===== src/rtl/spi_reg_loader.sv =====
// spi_reg_loader
// Receives a two-wire serial stream (spi_clk, spi_data) from asynchronous
// pins, deserializes it MSB-first into ADDR_W+DATA_W bit words and turns
// each completed word into a one-cycle register write strobe. There is no
// chip-select: a partial word is dropped after TIMEOUT_CYCLES clk cycles
// without a spi_clk rising edge.
//
// Ports:
//   clk        system clock
//   reset_n    asynchronous active-low reset
//   spi_clk    raw serial clock pin (asynchronous)
//   spi_data   raw serial data pin (asynchronous)
//   wr_en      one-cycle write strobe
//   wr_addr    write address (held between strobes)
//   wr_data    write data (held between strobes)
//   busy       a partial word is being held
//   frame_err  one-cycle pulse when a partial word is dropped by timeout
//
// Handshake: wr_en is a push-only valid with no ready; the consumer must
// accept wr_addr/wr_data in every cycle wr_en is high.
//
// The receive FSM state is kept in the 'state' variable so checkers can
// bind to it directly.
module spi_reg_loader #(
    parameter int SYNC_STAGES    = 2,
    parameter int ADDR_W         = 8,
    parameter int DATA_W         = 8,
    parameter int TIMEOUT_CYCLES = 1024
) (
    input  logic              clk,
    input  logic              reset_n,
    input  logic              spi_clk,
    input  logic              spi_data,
    output logic              wr_en,
    output logic [ADDR_W-1:0] wr_addr,
    output logic [DATA_W-1:0] wr_data,
    output logic              busy,
    output logic              frame_err
);

    localparam int WORD_W = ADDR_W + DATA_W;
    localparam int CNT_W  = $clog2(WORD_W);
    localparam int TO_W   = $clog2(TIMEOUT_CYCLES);

    localparam logic [CNT_W-1:0] BIT_LAST = CNT_W'(WORD_W - 1);
    localparam logic [TO_W-1:0]  TO_LAST  = TO_W'(TIMEOUT_CYCLES - 1);

    typedef enum logic {
        ST_IDLE      = 1'b0,
        ST_RECEIVING = 1'b1
    } state_t;

    state_t state;

    logic [SYNC_STAGES-1:0] clk_sync;
    logic [SYNC_STAGES-1:0] data_sync;
    // Fills with ones after reset; an edge is only trusted once both the
    // synchronized clock and the previous-clock flop hold real pin samples.
    // This stops a spi_clk that is already high at release from looking
    // like a rising edge out of the zeroed synchronizer.
    logic [SYNC_STAGES:0]   sync_vld;
    logic                   prev_clk;

    // Only WORD_W-1 bits need storing: the last bit of a word is taken
    // straight from the synchronizer in the completing cycle.
    logic [WORD_W-2:0]      shift_reg;
    logic [CNT_W-1:0]       bit_cnt;
    logic [TO_W-1:0]        to_cnt;

    logic                   sync_clk;
    logic                   sync_data;
    logic                   rise;
    logic [WORD_W-1:0]      next_word;

    assign sync_clk  = clk_sync[SYNC_STAGES-1];
    assign sync_data = data_sync[SYNC_STAGES-1];
    assign rise      = sync_vld[SYNC_STAGES] & sync_clk & ~prev_clk;
    assign next_word = {shift_reg, sync_data};

    // Equal-depth synchronizers keep clock and data aligned.
    always_ff @(posedge clk or negedge reset_n) begin
        if (!reset_n) begin
            clk_sync  <= '0;
            data_sync <= '0;
            sync_vld  <= '0;
            prev_clk  <= 1'b0;
        end else begin
            clk_sync  <= {clk_sync[SYNC_STAGES-2:0], spi_clk};
            data_sync <= {data_sync[SYNC_STAGES-2:0], spi_data};
            sync_vld  <= {sync_vld[SYNC_STAGES-1:0], 1'b1};
            prev_clk  <= sync_clk;
        end
    end

    always_ff @(posedge clk or negedge reset_n) begin
        if (!reset_n) begin
            state     <= ST_IDLE;
            shift_reg <= '0;
            bit_cnt   <= '0;
            to_cnt    <= '0;
            wr_en     <= 1'b0;
            wr_addr   <= '0;
            wr_data   <= '0;
            busy      <= 1'b0;
            frame_err <= 1'b0;
        end else begin
            wr_en     <= 1'b0;
            frame_err <= 1'b0;
            case (state)
                ST_IDLE: begin
                    to_cnt <= '0;
                    if (rise) begin
                        shift_reg <= next_word[WORD_W-2:0];
                        bit_cnt   <= CNT_W'(1);
                        busy      <= 1'b1;
                        state     <= ST_RECEIVING;
                    end
                end
                ST_RECEIVING: begin
                    // An edge on the terminal-count cycle wins over timeout.
                    if (rise) begin
                        shift_reg <= next_word[WORD_W-2:0];
                        to_cnt    <= '0;
                        if (bit_cnt == BIT_LAST) begin
                            bit_cnt <= '0;
                            busy    <= 1'b0;
                            wr_en   <= 1'b1;
                            wr_addr <= next_word[WORD_W-1:DATA_W];
                            wr_data <= next_word[DATA_W-1:0];
                            state   <= ST_IDLE;
                        end else begin
                            bit_cnt <= bit_cnt + CNT_W'(1);
                        end
                    end else if (to_cnt == TO_LAST) begin
                        bit_cnt   <= '0;
                        to_cnt    <= '0;
                        busy      <= 1'b0;
                        frame_err <= 1'b1;
                        state     <= ST_IDLE;
                    end else begin
                        to_cnt <= to_cnt + TO_W'(1);
                    end
                end
                default: state <= ST_IDLE;
            endcase
        end
    end

endmodule


===== config.mk =====
export PLATFORM = sky130hd
export DESIGN_NAME = spi_reg_loader
export DESIGN_NICKNAME = d
export VERILOG_FILES = /design/src/rtl/spi_reg_loader.sv
export SDC_FILE = /design/constraint.sdc
export NUM_CORES = 1
export LEC_CHECK = 0
export BUFFER_PORTS_ARGS = -buffer_cell sky130_fd_sc_hd__buf_2
export CAP_MARGIN = 20
export CORE_MARGIN = 2
export CORE_UTILIZATION = 51
export DETAILED_ROUTE_END_ITERATION = 8
export GPL_ROUTABILITY_DRIVEN = 0
export MAX_ROUTING_LAYER = met4
export PLACE_DENSITY = 0.83
export SLEW_MARGIN = 5
export SYNTH_ARGS = -nofsm -noshare
export SYNTH_HDL_FRONTEND = slang
export SYNTH_SLANG_ARGS = --single-unit

===== constraint.sdc =====
create_clock -name clk -period 4.2 [get_ports clk]
set_input_delay 0.21 -clock clk [delete_from_list [all_inputs] [get_ports clk]]
set_output_delay 0.21 -clock clk [all_outputs]
set_load 0.01 [all_outputs]

* Word-level counts from Yosys, hierarchy flattened
Index checks and enable logic that the tools add are counted.
Storage, ports and cells: register bits 57, input port bits 4, logic and storage cells 52
Cells by class: reduce and logical (&&, ||, !) cells 3, multiplexer cells 25, add/subtract/negate cells 2, eq/ne operators 5, bitwise gates (word level) 4
Operator list (count):
- $mux W10 | 2
- $pmux W10 S2 | 1
- $mux W4 | 4
- $mux W15 | 1
- $mux W1 | 14
- $add A10 B1 Y10 const B | 1
- $eq A10 B10 Y1 const B | 1
- $pmux W4 S2 | 1
- $reduce_and A3 Y1 | 2
- $add A4 B1 Y4 const B | 1
- $eq A4 B4 Y1 const B | 1
- $pmux W1 S2 | 2
- $ne A3 B1 Y1 const B | 1
- $ne A3 B2 Y1 const B | 1
- $and A1 B1 Y1 | 2
- $ne A2 B2 Y1 const B | 1
- $not A1 Y1 | 2
- $reduce_and A2 Y1 | 1

* Longest topological paths before layout
depth after elaboration 4, depth in mapped cells 5, mapped depth without buffers 4

* Worst setup path after synthesis
Ideal clock, no wire load.
path type register to register, from register bit_cnt[0], to register wr_addr[0], slack 2.599 ns, arrival 1.476 ns, period minus slack after synthesis 1.601 ns, path buffers 1, cell stages (with the launch flop) 6, library setup time 0.125 ns, cell sequence dfrtp_1 > ha_1 > nand3_1 > nor2_4 > buf_4 > mux2_2
On the way: word-level cells in the longest chain between the ends 2
RTL lines:
- start: declaration | RTL line 67 | logic [CNT_W-1:0] bit_cnt;
- start signal: assignment | RTL line 132 | bit_cnt <= bit_cnt + CNT_W'(1);
- $eq A4 B4 Y1 | RTL line 124 | if (bit_cnt == BIT_LAST) begin
- $reduce_and A3 Y1 (no source line)
- end signal: assignment | RTL line 128 | wr_addr <= next_word[WORD_W-1:DATA_W];
- end: declaration | RTL line 35 | output logic [ADDR_W-1:0] wr_addr,
Every way passes these cells. A chain may end at the register's enable or synchronous reset.

* Worst setup path in the final report
from register prev_clk, to register state
On the way: word-level cells in the longest chain between the ends 4, elaborated cells on any way between the ends 5, classes of those cells 3 x mux; 2 x bitwise
RTL lines:
- start: declaration | RTL line 62 | logic prev_clk;
- start signal: assignment | RTL line 91 | prev_clk <= sync_clk;
- $not A1 Y1 * | RTL line 77 | assign rise = sync_vld[SYNC_STAGES] & sync_clk & ~prev_clk;
- $and A1 B1 Y1 * | RTL line 77
- $mux W1 (on tied branches) | RTL line 121, 112
- $pmux W1 S2 * | RTL line 109 | case (state)
- end signal: assignment | RTL line 116 | state <= ST_RECEIVING;
- end signal: assignment | RTL line 130 | state <= ST_IDLE;
- end signal: assignment | RTL line 139 | state <= ST_IDLE;
- end: declaration | RTL line 53 | state_t state;
Mark *: on every way between the ends. The rest lies on a longest branch, timed or not.

==> run summary <==
Clock-pin slew was measured on the worst setup and hold paths at 0.06 ns. The critical path in this run is classified as reg -> reg. The critical path data arrival time came out at 2.10 ns. The setup slack after placement came out at 2.10 ns. The total of cells resized after clock tree synthesis came out at 0.

The via density per instance is 5.47. Setup repair after global routing left no endpoint under its margin. The number of pins with negative max-slew slack in the final report came out at 0.

The signed area change from the synthesized netlist to the final layout is 15.8%. The worst-case reg-to-reg path depth came out at 3. The final-report setup violation count came out at 0. Counting the buffers created by CTS gives 9. The power per cell area came out at 465 nW/um^2. The path class of the tightest hold or removal check is in -> async.

The initial utilization of the core area, before any placement, comes to 0.521. The mean instance size in the synthesized netlist came out at 11.6 um^2. The count of standard-cell rows is 24. In the global route stage, overall resource usage came out at 0.179. The count of flip-flops with a built-in enable after synthesis is 0.

The post-route total power is 1.20 mW. The number of violations of the max-capacitance limit is 0. In this run the static leakage power is 1.30 nW. The H-tree was split into 3 levels. The worst reg2reg path startpoint is prev_clk$_DFF_PN0_. The total routed wirelength is 3820 um. For this run, the top clock speed supported by timing is 0.524 GHz. Excluding fillers, the count of instances in the completed layout stands at 277. In the layout the commonest cells are dfrtp_1 (57), nand2_1 (55), buf_2 (23). In the final layout, the share of cells above drive strength 1 is 0.253. The height of the die came out at 70.2 um.

CTS saw 57 sinks. The worst-case vdd ir drop came out at 256 uV. The DRC violations left came out at 0. The Yosys step of the flow raised 0 warnings. The first detailed-routing pass ran for 4 iterations. The estimated wirelength of the detail-placed design is 2420 um. The number of nets handed over by synthesis was 199. The largest net degree at the start of global routing is 58.

The flow ran to the end, and the final reports show no timing, DRC or antenna violations. The cell sitting at the root of the clock tree is a clkbuf_8. The number of placed instances, taps included came out at 259.

TritonCTS built the clock tree. STA classifies the critical path endpoint as a flop. The total of flip-flops plus latches after synthesis came out at 57. The worst clock skew is 0.0102 ns. The total via count in the routed design came out at 1514. The netlist area before placement is 2240 um^2. The routed wire length per instance came out at 13.8 um. The die outline area came out at 4930 um^2. The utilization after layout is 0.603. The number of diodes is 0. The worst-case register-to-register setup slack is 2.29 ns. The worst register-to-register path ends at state$_DFF_PN0_. The die width came out at 70.2 um. STA puts the critical path data required time at 4.39 ns. The leading cell type in the layout, fill and taps excluded is dfrtp_1.

Synthesis produced a netlist whose cell count is 193. The relative max-transition margin is 0.448. The detailed router finished its first iteration with 125 violations. The actual slew at the worst max-slew pin is 0.825 ns. The part of the Yosys area used for sequential elements came out at 0.638. The longest clock path from root to sink contains 2 buffers. Once routing completed, OpenROAD measured the worst setup slack at 2.29 ns. The aggregate negative setup slack is 0 ns. The minimum period implied by the final worst setup slack is 1.91 ns. The global-route wire length before repair is 6560 um. The remaining number of nets flagged by the antenna check after routing came out at 0.

In this run the worst setup path begins at prev_clk$_DFF_PN0_. The number of failing hold endpoints at the final stage is 0. The final-stage net count came out at 227. The via count of the first global-routing pass is 1506. The number of ports placed on the die boundary came out at 23. The number of flip-flops in the largest register came out at 15. Among all flip-flop cells after synthesis, the most frequent one is dfrtp_1. The number of antenna violations at the first check in global routing came out at 0.

The highest fanout seen on the critical path is 21. The core footprint is 4290 um^2. Clock latency on the worst-skew pair, taken at its later pin, is 0.32 ns.

STA classifies the critical path startpoint as a flop. After global routing the overflow that remains totals 0. The distinct cell type count after synthesis came out at 33.

The post-CTS setup-driven buffer insertion count is 0. After synthesis, the share of flip-flops with an asynchronous set or reset is 1.00. Of the available clock period, the critical path in the final layout requires 0.454. The number of input and output port buffers inserted is 22.
[layer usage]
| metal | GRT usage | part of all wire | vias to the layer above |
|---|---|---|---|
| met3 | 0.0418 | 0.058 | 5 |
| met2 | 0.276 | 0.48 | 48 |
| li1 | - | - | 714 |
| met1 | 0.210 | 0.45 | 747 |
| met5 | - | 0 | - |
| met4 | 0.120 | 0.014 | 0 |
[metrics by stage]
step | hold WS (ns) | cell area [um^2]
3_3_place_gp | 0.319 | 2370
5_1_grt | 0.0874 | 2590
6_report | 0.0178 | 2590
2_1_floorplan | -0.0856 | 2240
3_5_place_dp | 0.320 | 2370
4_1_cts | 0.0276 | 2580
[synth_stat cells (3+ instances only)]
cell type	instances	share of area
nor3_1	5	0.011
dfrtp_1	57	0.64
o31ai_1	3	0.010
o21ai_0	5	0.011
or4_1	3	0.010
nand3_1	8	0.018
xor2_1	3	0.012
a211oi_1	3	0.010
nand2_1	55	0.092
a21oi_1	3	0.0067
mux2_2	16	0.081
clkbuf_1	5	0.0084
[critical path, stage by stage (launching register included)]
cell and delay [ns]:
dfrtp_1 0.38, nand3b_1 0.65, nand2_1 0.60, o21ai_0 0.16
[cells by family after synthesis]
| kind of cell | count (synthesis) | synth area share |
|---|---|---|
| AO/OA/AOI/OAI | 18 | 0.0509 |
| flip-flops | 57 | 0.638 |
| multiplexers | 16 | 0.0805 |
| adder cells (fa/ha/maj) | 2 | 0.0112 |
| XOR/XNOR | 5 | 0.0196 |
| AND/OR/NAND/NOR | 83 | 0.173 |
| other | 1 | 0.00168 |
| buffers and inverters | 11 | 0.0257 |
[power by group]
part           switching (mW)  total [mW]  internal [mW]
sequential             0.0370       0.625          0.588
combinational          0.0484      0.0810         0.0327
clock                   0.197       0.498          0.301
[how the worst max path moves through the flow]
| stage | endpoint | slack [ns] | cells after the start |
|---|---|---|---|
| after floorplan | wr_addr[0]$_DFFE_PN0P_ | 2.60 | 5 |
| after detailed placement | bit_cnt[0]$_DFFE_PN0P_ | 2.10 | 4 |
| after CTS | bit_cnt[0]$_DFFE_PN0P_ | 2.10 | 4 |
| after global placement | bit_cnt[0]$_DFFE_PN0P_ | 2.17 | 4 |
| final | state$_DFF_PN0_ | 2.29 | 3 |
| after global routing | to_cnt[5]$_DFF_PN0_ | 2.12 | 3 |
[timing repair]
item,4_1_cts,5_1_grt
endpoints found under the setup margin,0,0
hold endpoints to repair,2,0
hold buffers,2,0
[area by class of cell]
class | count | area (um^2)
Clock buffer | 12 | 155
Clock inverter | 3 | 40.0
Fill cell | 335 | 1700
Inverter | 2 | 7.51
Multi-Input combinational cell | 125 | 753
Sequential cell | 57 | 1430
Tap cell | 52 | 65.1
Timing Repair Buffer | 26 | 143
Note: power is estimated with default switching activity, not from simulation.
